### config.mk
export PLATFORM = sky130hd
export DESIGN_NAME = button_encoder_flat
export DESIGN_NICKNAME = d
export VERILOG_FILES = /design/src/rtl/button_encoder_if.sv /design/src/rtl/button_encoder.sv /design/src/flat_wrapper.sv
export SDC_FILE = /design/constraint.sdc
export NUM_CORES = 1
export LEC_CHECK = 0
export CAP_MARGIN = 20
export CORE_MARGIN = 10
export CORE_UTILIZATION = 30
export DETAILED_ROUTE_END_ITERATION = 16
export GPL_TIMING_DRIVEN = 0
export HOLD_SLACK_MARGIN = 0.05
export SYNTH_ARGS = -nofsm -noshare
export SYNTH_HDL_FRONTEND = slang
export SYNTH_SLANG_ARGS = --single-unit
### constraint.sdc
create_clock -name CLK -period 2.13 [get_ports CLK]
set_input_delay 0.426 -clock CLK [delete_from_list [all_inputs] [get_ports CLK]]
set_output_delay 0.426 -clock CLK [all_outputs]
set_load 0.01 [all_outputs]
### src/rtl/button_encoder_if.sv
// Stack-side request/status bundle between the button encoder and the direction stack.
// The encoder side drives the one-cycle requests; the stack side drives its fill flags.
interface button_encoder_if;
  // PUSH, POP and REJECT are single-cycle pulses and never overlap.
  // DATA_OUT is valid whenever PUSH is high and keeps that value until the next PUSH.
  // FULL and EMPTY are level flags; the encoder only looks at them on the cycle it accepts a press.
  logic       PUSH;
  logic       POP;
  logic       REJECT;
  logic [1:0] DATA_OUT;
  logic       FULL;
  logic       EMPTY;

  modport master (output PUSH, output POP, output REJECT, output DATA_OUT,
                  input FULL, input EMPTY);
  modport slave  (input PUSH, input POP, input REJECT, input DATA_OUT,
                  output FULL, output EMPTY);
endinterface

### src/rtl/button_encoder.sv
// Synchronises and debounces four direction buttons plus undo.
// Each accepted press becomes one PUSH, POP or REJECT pulse toward the direction stack.
module button_encoder #(
  parameter int  DEBOUNCE_CYCLES = 50000,
  localparam int CNT_W           = $clog2(DEBOUNCE_CYCLES)
) (
  input  logic             CLK,
  input  logic             RST_N,
  input  logic [3:0]       BTN,
  input  logic             BTN_UNDO,
  button_encoder_if.master stk,
  output logic [1:0]       STATE_DBG
);

  typedef enum logic [1:0] {
    IDLE    = 2'd0,
    SETTLE  = 2'd1,
    HELD    = 2'd2,
    RELEASE = 2'd3
  } state_t;

  localparam logic [CNT_W-1:0] CNT_LAST = CNT_W'(DEBOUNCE_CYCLES - 1);

  state_t           state;
  logic [4:0]       sync1;
  logic [4:0]       pat;
  logic [4:0]       cand;
  logic [CNT_W-1:0] cnt;
  logic             push_q;
  logic             pop_q;
  logic             rej_q;
  logic [1:0]       data_q;

  function automatic logic [1:0] dir_index(input logic [3:0] oh);
    logic [1:0] idx;
    idx = 2'd0;
    for (int i = 0; i < 4; i++) begin
      if (oh[i]) idx = 2'(i);
    end
    return idx;
  endfunction

  always_ff @(posedge CLK) begin
    if (!RST_N) begin
      sync1  <= '0;
      pat    <= '0;
      cand   <= '0;
      cnt    <= '0;
      state  <= IDLE;
      push_q <= 1'b0;
      pop_q  <= 1'b0;
      rej_q  <= 1'b0;
      data_q <= 2'd0;
    end else begin
      sync1  <= {BTN_UNDO, BTN};
      pat    <= sync1;
      push_q <= 1'b0;
      pop_q  <= 1'b0;
      rej_q  <= 1'b0;
      case (state)
        IDLE: begin
          if (pat != 5'd0) begin
            state <= SETTLE;
            cand  <= pat;
            cnt   <= '0;
          end
        end
        SETTLE: begin
          if (pat == 5'd0) begin
            state <= IDLE;
            cnt   <= '0;
          end else if (pat != cand) begin
            cand <= pat;
            cnt  <= '0;
          end else if (cnt == CNT_LAST) begin
            state <= HELD;
            cnt   <= '0;
            // Stack flags are consulted here only, so a request is never issued that would be dropped.
            if (!cand[4] && $onehot(cand[3:0])) begin
              if (!stk.FULL) begin
                push_q <= 1'b1;
                data_q <= dir_index(cand[3:0]);
              end else begin
                rej_q <= 1'b1;
              end
            end else if (cand == 5'b10000) begin
              if (!stk.EMPTY) pop_q <= 1'b1;
              else            rej_q <= 1'b1;
            end else begin
              rej_q <= 1'b1;
            end
          end else begin
            cnt <= cnt + CNT_W'(1);
          end
        end
        HELD: begin
          if (pat == 5'd0) begin
            state <= RELEASE;
            cnt   <= '0;
          end
        end
        RELEASE: begin
          // Any bounce back to a pressed pattern must wait out a full quiet period again.
          if (pat != 5'd0) begin
            state <= HELD;
            cnt   <= '0;
          end else if (cnt == CNT_LAST) begin
            state <= IDLE;
            cnt   <= '0;
          end else begin
            cnt <= cnt + CNT_W'(1);
          end
        end
        default: begin
          state <= IDLE;
          cnt   <= '0;
        end
      endcase
    end
  end

  assign stk.PUSH     = push_q;
  assign stk.POP      = pop_q;
  assign stk.REJECT   = rej_q;
  assign stk.DATA_OUT = data_q;
  assign STATE_DBG    = state;

endmodule

### src/flat_wrapper.sv
// flat-port wrapper written by rule: the top's interface ports become plain ports
module button_encoder_flat 
#(
  parameter int  DEBOUNCE_CYCLES = 50000,
  localparam int CNT_W           = $clog2(DEBOUNCE_CYCLES)
)
  (CLK, RST_N, BTN, BTN_UNDO, STATE_DBG, stk_PUSH, stk_POP, stk_REJECT, stk_DATA_OUT, stk_FULL, stk_EMPTY);
  button_encoder_if stk_i ();
  input  logic CLK;
  input  logic RST_N;
  input  logic [3:0] BTN;
  input  logic BTN_UNDO;
  output logic [1:0] STATE_DBG;
  output wire logic [$bits(stk_i.PUSH)-1:0] stk_PUSH;
  output wire logic [$bits(stk_i.POP)-1:0] stk_POP;
  output wire logic [$bits(stk_i.REJECT)-1:0] stk_REJECT;
  output wire logic [$bits(stk_i.DATA_OUT)-1:0] stk_DATA_OUT;
  input wire logic [$bits(stk_i.FULL)-1:0] stk_FULL;
  input wire logic [$bits(stk_i.EMPTY)-1:0] stk_EMPTY;
  assign stk_PUSH = stk_i.PUSH;
  assign stk_POP = stk_i.POP;
  assign stk_REJECT = stk_i.REJECT;
  assign stk_DATA_OUT = stk_i.DATA_OUT;
  assign stk_i.FULL = stk_FULL;
  assign stk_i.EMPTY = stk_EMPTY;
  button_encoder #(.DEBOUNCE_CYCLES(DEBOUNCE_CYCLES)) u_core (.CLK(CLK), .RST_N(RST_N), .BTN(BTN), .BTN_UNDO(BTN_UNDO), .stk(stk_i), .STATE_DBG(STATE_DBG));
endmodule
; ---- After elaboration in Yosys (flattened, before gate mapping)
; Cells that the tools add are included.
[word_totals]
regBits = 38
inputBits = 9
output_inout_bits = 7
[op_classes]
n_mux = 28
n_eq_ne = 14
reduce_logical = 13
n_addsub = 4
bitwise_logic = 8
[op_table]
columns = op, count
row1 = two-way mux 16 bit, 6
row2 = one-hot mux 16 bit (4 select lines), 1
row3 = two-way mux 2 bit, 9
row4 = "adder 16 x 1 -> 16 bit, second input constant", 1
row5 = "== test 16 bit, second input constant", 1
row6 = two-way mux 5 bit, 3
row7 = one-hot mux 5 bit (2 select lines), 1
row8 = NOT 1 bit, 8
row9 = one-hot mux 2 bit (4 select lines), 1
row10 = two-way mux 1 bit, 7
row11 = OR reduction 7 bit, 1
row12 = "!= test 2 x 1 -> 1 bit, second input constant", 3
row13 = "!= test 3 x 1 -> 1 bit, second input constant", 2
row14 = AND reduction 6 bit, 1
row15 = OR reduction 6 bit, 1
row16 = "== test 5 bit, second input constant", 1
row17 = logical NOT 5 bit, 1
row18 = != test 5 bit, 1
row19 = AND reduction 5 bit, 1
row20 = nonzero test 5 bit, 1
row21 = OR reduction 5 bit, 1
row22 = adder 1 x 1 -> 2 bit, 2
row23 = "== test 2 bit, second input constant", 2
row24 = AND reduction 4 bit, 1
row25 = 10 further kinds, 10

; ---- Depth between registers and ports, before layout
; Gate-level depths: netlist (run 1).
[logic_depth]
word_depth = 6
ltp_mapped = 8

; ---- Least setup slack after synthesis (run 1)
; Ideal clock, no wire load.
[synth_timing]
path_kind = register -> register
startpoint = register u_core.cand[2]
endpoint = register u_core.data_q[0], in the netlist u_core.stk.DATA_OUT[0]
arrival_time_ns = 2.102
slack_ns = -0.088
path_stages_with_launch = 9
synth_period_minus_slack_ns = 2.218
setup_ns = 0.116
cell_sequence = dfxtp_1 > inv_1 > ha_1 > ha_1 > fa_1 > nor4_1 > and4bb_2 > o211ai_1 > o211a_1
[synth_between]
elab_chain_cells = 5
[synth_lines]
columns = item, line
row1 = from (decl), button_encoder.sv:27  ; logic [4:0] cand;
row2 = from (signal assigned), button_encoder.sv:64  ; cand <= pat;
row3 = from (signal assigned), button_encoder.sv:73  ; cand <= pat;
row4 = adder 1 x 1 -> 2 bit (implied by the code), button_encoder.sv:79  ; if (!cand[4] && $onehot(cand[3:0])) begin
row5 = adder 3 bit (implied by the code), button_encoder.sv:79
row6 = == test 3 x 1 -> 1 bit, button_encoder.sv:79
row7 = logical AND 1 bit, button_encoder.sv:79
row8 = AND reduction 6 bit (no source line), n/a
row9 = to (signal assigned), button_encoder.sv:82  ; data_q <= dir_index(cand[3:0]);
row10 = to (decl), button_encoder.sv:32  ; logic [1:0] data_q;
; Parallel ways exist; a longest one is shown, timed or not.
; A chain may end at the register's enable or synchronous reset.

; ---- Final worst setup path (run 1)
[layout_timing]
startpoint = register u_core.cand[1]
endpoint = register u_core.data_q[0], in the netlist u_core.stk.DATA_OUT[0]
; The elaborated chain is that of the path after synthesis.

==> metrics.yaml, run 1 <==
sta:
  rsz0062_at_grt: "yes"
  setup_viol: 2
  finalCritPeriodShare: 1.02
  fmax_mhz: 459
  hold_slack_ns: 0.433
  relSlewSlack: 0.686
  min_period_ns: 2.18
  finalSetupTns_ns: -0.0573
  worst_slack_ns: -0.0489
  tightest_slew_ns: 0.468
  finClkSkew_ns: 0.0184
  drv_slew: 0
  finalHoldViolCount: 0
power_and_ir_drop:
  power.density_nw_per_um2: 617
  peakVddDrop_uv: 404
  leakage_nw: 0.950
die:
  die_h_microns: 99.0
  die_x_microns: 99.0
  start_util: 0.312
  num_io_pins: 16
  rows: 28
  core_sq_um: 5990
  die-area_sq_um: 9790
critical_path:
  cp.required_ns: 2.32
  worstSetupPathType: "reg -> reg"
  crit_path_end_kind: "register"
  crit_family: "adder cells"
  crit_path_max_fanout: 4
  crit_chain: "inv_4, ha_4, ha_4, fa_1, nor4_2, and4bb_2, o211ai_1, o211a_1"
  startpoint_type: "register"
  worst_path_max_delay_cell: "fa_1"
  cp_common_cell: "ha_4"
  cpPeakStageDelay_ns: 0.45
  critPathBufInv: 1
  cp.arrival_ns: 2.37
place:
  numPortBuffers: 14
  gp_congestion: 0.800
  post-dp-hpwl_mm: 2.80
  dp_slack_ns: -0.187
  place_area_sq_um: 2110
outcome:
  outcome: "finished with violations"
  violations: "setup timing"
routing:
  wl_per_cell_microns: 13.3
  drc: 0
  antenna_left: 0
  wl_mm: 4.22
  drt-initial-drc-count: 58
  via_per_inst: 4.97
  vias: 1581
  drt-pass1-iter-count: 4
job:
  maxCapViolCount: 0
synthesis:
  ys_async_sr_fraction: 0
  synth_edf_count: 0
  synthesis.area_sq_um: 1870
  syn_inst: 206
  avgSynthCellArea_sq_um: 9.08
  ys_types: 51
  netlist_top_cells_area: "dfxtp_1, nor2b_1, and2_1"
  ys_warn_count: 0
  synthFlopType: "dfxtp_1"
  yosys.area.top_type: "dfxtp_1"
  synth_fp_nets: 222
  yosysSeqAreaShare: 0.407
  synth_top_area_share: 0.407
  ys_seq_elements: 38
global_routing:
  grt.met2_usage: 0.132
  use_met3: 0.0258
  grt_busiest_layer: "met2"
  grt_max_degree: 13
  met1_usage: 0.102
  grt_overflow: 0
  grt_pass1_wl_mm: 6.90
  grt_pass1_vias: 1493
  antenna_found_initial: 0
  globalRouteTotalUtil: 0.0827
cts:
  insertion_delay_ns: 0.30
  cts_buffers: 5
  cts_tree: "yes"
  clk_pin_slew_ns: 0.08
  cts_num_sinks: 38
  cts_root_buf: "clkbuf_8"
  clk_path_buf_depth: 2
  htree_levels: 2
layout:
  fin_area_sq_um: 2450
  postLayoutCoreUtil: 0.410
  n_antenna_cell: 0
  area_delta_synth_final_pct: 31.2
  finalNetCount: 258
  drive_gt1_frac: 0.263
min_path:
  hold_class: "reg -> reg"
worst paths after layout:
path	cells after the start	to	start	slack (ns)
worst max-delay path	8	u_core.stk.DATA_OUT[0]	u_core.cand[1]	-0.05
worst min-delay path	1	u_core.pat[4]	u_core.sync1[4]	0.43
worst max register to register	8	u_core.stk.DATA_OUT[0]	u_core.cand[1]	-0.05
worst min register to register	1	u_core.pat[4]	u_core.sync1[4]	0.43
worst register-to-register path, stage by stage (launching register included):
cell and delay (ns):
dfxtp_4 0.37, inv_4 0.04, ha_4 0.23, ha_4 0.15
fa_1 0.45, nor4_2 0.26, and4bb_2 0.33, o211ai_1 0.11
o211a_1 0.13
per-stage QoR:
step,total power [W],instances
floorplan,0.000839,206
global placement,0.000877,295
detailed placement,0.000878,295
CTS,0.00151,312
global route,0.00157,318
finish,0.00151,318
placed cells by master, fill, tap and decap left out, types with 2 or more instances in the layout:
cell	n
a2111oi_2	2
a21boi_0	2
a21oi_1	8
a21oi_2	2
a22o_1	2
a31oi_1	7
and2_1	12
buf_2	3
buf_4	15
buf_6	3
clkbuf_1	4
clkbuf_8	5
clkdlybuf4s50_1	14
dfxtp_1	29
dfxtp_2	7
dfxtp_4	2
ha_1	2
ha_4	3
inv_1	5
inv_2	3
mux2i_1	7
nand2_1	12
nand2_2	3
nand2b_1	2
nand3_1	13
nand3b_1	2
nand4_1	3
nor2_1	7
nor2b_1	14
nor3_1	4
o211a_1	3
o21ai_0	3
o21ai_1	6
or3_1	3
or4b_4	2
xor2_1	2
sequential cells by signal, summed over array words and instances, names as in the netlist, named ones only:
signal and cells:
u_core.cnt 16, u_core.stk.POP 1, u_core.stk.DATA_OUT 2, u_core.STATE_DBG 1, u_core.sync1 5, u_core.pat 5
u_core.cand 5, u_core.stk.PUSH 1, u_core.stk.REJECT 1
what timing repair did:
action | CTS | global route
gates cloned | 0 | 2
hold buffers | 0 | 0
setup buffers | 9 | 7
pin swaps | 8 | 10
resized for setup | 19 | 17
setup endpoints to repair | 16 | 20
power by group:
| part | leakage [nW] | switching, W | total [W] | internal (W) |
|---|---|---|---|---|
| Sequential | 0.314 | 0.0000155 | 0.000738 | 0.000723 |
| Combinational | 0.585 | 0.0000759 | 0.000161 | 0.0000854 |
| Clock | 0.0514 | 0.000265 | 0.000614 | 0.000350 |
| Total | 0.950 | 0.000356 | 0.00151 | 0.00116 |
Yosys cell counts, drive strengths merged, types with 6 or more instances:
library cell,number
o21ai,9
inv,9
nand2,15
ha,6
dfxtp,38
and2,12
nor2,8
mux2i,7
a21oi,11
nand3,14
a31oi,7
nor2b,14
routing by layer:
layer | part of all wire | up-vias
met4 | 0.021 | 0
met5 | 0 | -
met3 | 0.042 | 11
met1 | 0.46 | 729
li1 | - | 804
met2 | 0.48 | 37
kinds of logic after synthesis:
family | synth area share
xor+xnor | 0.0140
simple gates | 0.291
flops | 0.407
fa+ha+maj | 0.0508
compound gates | 0.153
mux | 0.0375
buf+inv | 0.0468
area by class of cell:
type | count | area (sq um)
inverter | 9 | 36.3
multi-input combinational | 150 | 1120
fill | 579 | 3540
buffer | 6 | 38.8
clock inverter | 2 | 37.5
tap | 75 | 93.8
clock buffer | 6 | 72.6
timing repair buffer | 32 | 274
sequential | 38 | 777
(Power assumes the default switching activity.)
==> inputs of run 2 (changes only) <==
Settings changed: CORE_UTILIZATION 30 to 51, PLACE_DENSITY set to 0.74.
==> metrics.yaml, run 2 (synthesized netlist as in run 1, its figures left out) <==
global_routing:
  grt_pass1_wl_mm: 7.00
  globalRouteTotalUtil: 0.134
  antenna_found_initial: 0
  grt_max_degree: 14
  grt_overflow: 0
  grt_pass1_vias: 1545
critical_path:
  startpoint_type: "register"
  cp.required_ns: 2.33
  rrSetupSlack_ns: -0.05
  worstSetupPathType: "reg -> reg"
  crit_path_end_kind: "register"
  crit_path_max_fanout: 4
  cp-endpoint: "u_core.stk.DATA_OUT[0]"
  reg2reg_from: "u_core.cand[1]"
  crit_start: "u_core.cand[1]"
  timing.rr.end: "u_core.stk.DATA_OUT[0]"
  ff2ff_path_depth: 8
  cp.arrival_ns: 2.38
power_and_ir_drop:
  clkPwrFrac: 0.410
  combinationalPowerShare: 0.114
  sw_frac_of_total: 0.250
  peakVddDrop_uv: 527
  p_sw_w: 0.000388
  power.density_nw_per_um2: 624
  intPower_w: 0.00116
  power_frac_seq: 0.477
  leakage_nw: 0.955
routing:
  via_per_inst: 5.96
  antenna_left: 0
  wl_per_cell_microns: 17.4
  vias: 1728
  drt-pass1-iter-count: 4
  drt-initial-drc-count: 239
  wl_mm: 5.06
  drc: 0
layout:
  fin_area_sq_um: 2480
  finalNetCount: 259
  area_delta_synth_final_pct: 32.7
  regMostFlops: "u_core.cnt"
  layout_commonest_cell: "dfxtp_1"
  n_antenna_cell: 0
  stdcell_count: 290
  drive_gt1_frac: 0.270
  postLayoutCoreUtil: 0.721
  largest_reg_flops: 16
  final_cell_mix: "dfxtp_1, buf_4, nor2b_1, clkdlybuf4s50_1"
  fillers: 240
die:
  rows: 21
  core_sq_um: 3440
  num_io_pins: 16
  start_util: 0.543
  die-area_sq_um: 6490
  die_h_microns: 80.6
  die_x_microns: 80.6
cts:
  clk_path_buf_depth: 2
  insertion_delay_ns: 0.30
  cts_root_buf: "clkbuf_8"
  htree_levels: 2
  cts_tree: "yes"
  cts_buffers: 5
  cts_num_sinks: 38
  cts_hold_buf: 0
  clk_pin_slew_ns: 0.08
place:
  gp_congestion: 0.871
  post-dp-hpwl_mm: 2.80
  numPortBuffers: 14
  dp.cells: 266
  place_area_sq_um: 2070
  dp_slack_ns: -0.166
sta:
  min_period_ns: 2.18
  worst_slack_ns: -0.0509
  drv_slew: 0
  setup_viol: 3
  finalHoldViolCount: 0
  fmax_mhz: 459
  finalCritPeriodShare: 1.02
  tightest_slew_ns: 0.410
  rsz0062_at_grt: "yes"
  relSlewSlack: 0.725
  finClkSkew_ns: 0.00718
  finalSetupTns_ns: -0.0970
outcome:
  outcome: "finished with violations"
  violations: "setup timing"
min_path:
  hold_class: "reg -> reg"
job:
  maxCapViolCount: 0
## run 2: changes by cell type in the layout (fill, tap and decap cells not counted), moves of 3 or more
cell	previous run	this run
buf_2	3	0
inv_4	1	4
dfxtp_4	2	5
inv_2	3	0
dfxtp_2	7	3
## run 2: worst min-delay path by stage
stage,to,slack (ns),from,cells after the start
floorplan,u_core.pat[0],0.41,u_core.sync1[0],1
global placement,u_core.pat[3],0.41,u_core.sync1[3],1
detailed placement,u_core.pat[1],0.42,u_core.sync1[1],1
CTS,u_core.pat[0],0.44,u_core.sync1[0],1
global route,u_core.pat[0],0.45,u_core.sync1[0],1
finish,u_core.pat[0],0.44,u_core.sync1[0],1
## run 2: stage by stage
step | total power (W) | hold WS [ns]
after floorplan | 0.000839 | 0.412
after global placement | 0.000872 | 0.415
after detailed placement | 0.000876 | 0.420
after CTS | 0.00150 | 0.439
after global routing | 0.00159 | 0.447
final | 0.00155 | 0.436
## run 2: area by class of cell
class                   count  area, sq um  share of cell area
multi-input cells         150         1160               0.466
repair buffers             31          272               0.109
inverters                   9         43.8              0.0176
plain buffers               8         56.3              0.0227
clock buffers               5         68.8              0.0277
well taps                  46         57.6              0.0232
clock inverters             3         45.0              0.0181
flip-flops and latches     38          783               0.316
## run 2: what timing repair did
action | 4_1_cts | 5_1_grt
gates resized for setup | 21 | 26
buffers inserted | 8 | 8
cloned | 0 | 1
pin swaps | 8 | 15
endpoints found under the setup margin | 18 | 21
hold endpoints to repair | 0 | 0
## run 2: metal layers
metal  track usage  up-vias  part of all wire
met1         0.164      816              0.42
met3        0.0468       17             0.080
met5             0        -                 0
li1              -      813                 -
met2         0.209       82              0.47
met4        0.0511        0             0.035
## run 2: power groups by stage
stage / logic [W] / registers (W) / clock network, W
6_report: 0.000176 / 0.000738 / 0.000635
3_5_place_dp: 0.000120 / 0.000756 / 0
5_1_grt: 0.000193 / 0.000740 / 0.000659
4_1_cts: 0.000137 / 0.000737 / 0.000630
2_1_floorplan: 0.0000863 / 0.000752 / 0
3_3_place_gp: 0.000118 / 0.000754 / 0
## run 2: worst max-delay path, stage by stage (launching register included)
cell and delay [ns]:
dfxtp_4 0.37, inv_4 0.04, ha_4 0.27, ha_4 0.14, fa_2 0.46, nor4_4 0.18
and4bb_2 0.33, o211ai_1 0.13, o211a_1 0.16
==> patch: new RTL, flow settings as in run 1 <==
`DEBOUNCE_CYCLES` is set to 50000 in 2 places; all go to 25000.
--- a/src/rtl/button_encoder.sv
+++ b/src/rtl/button_encoder.sv
@@ -1,7 +1,7 @@
 // Synchronises and debounces four direction buttons plus undo.
 // Each accepted press becomes one PUSH, POP or REJECT pulse toward the direction stack.
 module button_encoder #(
-  parameter int  DEBOUNCE_CYCLES = 50000,
+  parameter int  DEBOUNCE_CYCLES = 25000,
   localparam int CNT_W           = $clog2(DEBOUNCE_CYCLES)
 ) (
   input  logic             CLK,
--- a/src/flat_wrapper.sv
+++ b/src/flat_wrapper.sv
@@ -1,7 +1,7 @@
 // flat-port wrapper written by rule: the top's interface ports become plain ports
 module button_encoder_flat 
 #(
-  parameter int  DEBOUNCE_CYCLES = 50000,
+  parameter int  DEBOUNCE_CYCLES = 25000,
   localparam int CNT_W           = $clog2(DEBOUNCE_CYCLES)
 )
   (CLK, RST_N, BTN, BTN_UNDO, STATE_DBG, stk_PUSH, stk_POP, stk_REJECT, stk_DATA_OUT, stk_FULL, stk_EMPTY);
Formal check against the unedited RTL: no difference found for any inputs over 10 cycles, from zero or initial values and one cycle with RST_N low; that may be too few to reach the edited logic, so the function may still have changed.
==> patch against run 1 <==
The run still ends with negative setup slack left; sequential cell count fell by 1; final cell count fell by 5.0%; synthesized area fell by 3.7%; utilization fell by 1.8 points; non-clock buffer count fell by 11; worst setup slack improved by 0.028 ns; clock power fell by 16%; design area fell by 6.2%; via count fell by 6.8%; power fell by 7.8%; wire length fell by 10%; critical path type unchanged; highest routed layer unchanged.
==> patch: results (changes against run 1) <==
- Status: complete, but fails checks
- Failing checks: negative setup slack
- Most frequent cells after synthesis: dfxtp_1, nor2_1, nand2_1
- TritonRoute pass-1 iters: 4 (unchanged)
- Total global routing track utilization: 0.0795 (-0.00315)
- Layout cells sized above 1: 0.185 (-0.0784)
- Number of flip-flops under the largest register name: 15 (-1)
- Synth area leaders: dfxtp_1, xor2_1, and2_1
- Mapped Nets: 214 (-3.6%)
- Worst R2R End: u_core.cnt[12]$_SDFFE_PN0P_
- Worst Hold Endpoint: u_core.pat[4]$_SDFF_PN0_
- Worst-Skew Late Latency: 0.29 ns
- Nets: 242 (-6.2%)
- Antenna diodes: 0 (unchanged)
- Final Setup Violations: 9 (+7)
- Max Root-Sink Buffers: 2 (unchanged)
- Clock Skew: 0.00948 ns (-0.00888 ns)
- Static leakage: 0.824 nW (-13%)
- Max VDD drop: 0.316 mV (-22%)
- Placed Cells incl. Taps: 287 (-2.7%)
- Hold WC Path Type: reg -> reg
- Final worst slack: -0.0205 ns (+0.0284 ns)
- CP delay by family, top: simple AND/OR/NAND/NOR gates
- CTS Buf Count: 5 (unchanged)
- Slowest stage delay, CP: 0.57 ns (+0.12 ns)
- Critical Path AT: 2.33 ns (-0.04 ns)
- WHS: 0.434 ns (+0.000783 ns)
- Post-synth ARST share: 0 (unchanged)
- Routed len/inst: 12.6 µm (-5.4%)
- Gpl congestion: 0.821 (+2.6%)
- H-tree levels: 2 (unchanged)
- CTS root buffer: clkbuf_8
- Antenna violations before repair: 0 (unchanged)
- Final std cells w/o fill: 302 (-5.0%)
- Crit path launch: u_core.cnt[10]$_SDFFE_PN0P_
- Largest net degree at the start of global routing: 13 (unchanged)
- DP Wirelength: 2650 µm (-5.5%)
- WHS Path Cells: 1 (unchanged)
- Sequential fraction of the synthesis area: 0.411 (+0.00471)
- Vias in the first global route: 1464 (-1.9%)
- IO buf count: 14 (unchanged)
- Reg2Reg Depth: 6 (-2)
- Netlist cell types: 43 (-16%)
- Crit-path slowest cell: or4_4
- Most flops, register: u_core.cnt
- Clk slew on worst S/H paths: 0.07 ns
- Synthesized instance count: 198 (-3.9%)
- Vias per cell: 4.88 (-1.8%)
- Hold_sp: u_core.sync1[4]$_SDFF_PN0_
- Initial DRC Count: 75 (+29%)
- Worst-margin pin slew: 0.447 ns (-0.0208 ns)
- Post-synth EDFFs: 0 (unchanged)
- First-pass GRT wire length: 6470 µm (-6.3%)
- Worst-path fanout max: 10 (+6)
- Syn. warnings: 0 (unchanged)
[patch: cell type report]
class	instances	area [µm²]
buffer	6	30.0
clock buffer	6	82.6
clock inverter	2	13.8
fill	584	3580
inverter	8	30.0
multi-input combinational	147	1100
sequential	37	758
tap	75	93.8
timing repair buffer	21	193
[patch: worst reg2reg max path: stages (launching register included)]
cell      delay [ns]
dfxtp_4         0.36
or4_4           0.50
or4_4           0.57
a221oi_2        0.26
o31a_2          0.18
buf_6           0.13
nor2_1          0.05
[patch: cells by family (layout without fill, tap and decap cells)]
| family | after synthesis | in the layout | synth area share |
|---|---|---|---|
| flops | 37 | 37 | 0.411 |
| mux | 6 | 6 | 0.0334 |
| simple gates | 98 | 98 | 0.302 |
| compound gates | 20 | 20 | 0.0890 |
| fa+ha+maj | 7 | 7 | 0.0528 |
| xor+xnor | 16 | 16 | 0.0778 |
| buf+inv | 14 | 43 | 0.0334 |
[patch: worst max path at each step]
stage / endpoint / slack, ns
2_1_floorplan: u_core.stk.DATA_OUT[0]$_SDFFE_PN0P_ / 0.02
3_3_place_gp: u_core.stk.DATA_OUT[1]$_SDFFE_PN0P_ / -0.12
3_5_place_dp: u_core.stk.DATA_OUT[1]$_SDFFE_PN0P_ / -0.20
4_1_cts: u_core.cnt[11]$_SDFFE_PN0P_ / -0.02
5_1_grt: u_core.cnt[12]$_SDFFE_PN0P_ / -0.1
6_report: u_core.cnt[12]$_SDFFE_PN0P_ / -0.02
[patch: per-layer routing]
layer,global-route usage,vias up,routed length (µm)
met3,0.0327,6,177
met1,0.0938,691,1870
li1,-,754,-
met5,0,-,0
met2,0.125,23,1700
met4,0.0313,0,45
[patch: what timing repair did]
item,in CTS,in global routing
endpoints found under the setup margin,12,25
buffers inserted,0,7
resized for setup,9,18
pin swaps,1,6
[patch: where the power goes]
part	internal (mW)	total [mW]	switching (mW)	leakage, nW
sequential	0.702	0.716	0.0139	0.305
combinational	0.0733	0.166	0.0929	0.468
clock	0.262	0.514	0.252	0.0512
total	1.04	1.40	0.359	0.824
[patch: stage by stage]
stage / setup TNS, ns / area, µm² / worst slack [ns]
after floorplan: 0 / 1810 / 0.0219
after global placement: -0.339 / 2040 / -0.120
after detailed placement: -0.651 / 2040 / -0.204
after CTS: -0.102 / 2160 / -0.0198
after global routing: -1.04 / 2300 / -0.0987
final: -0.106 / 2300 / -0.0205
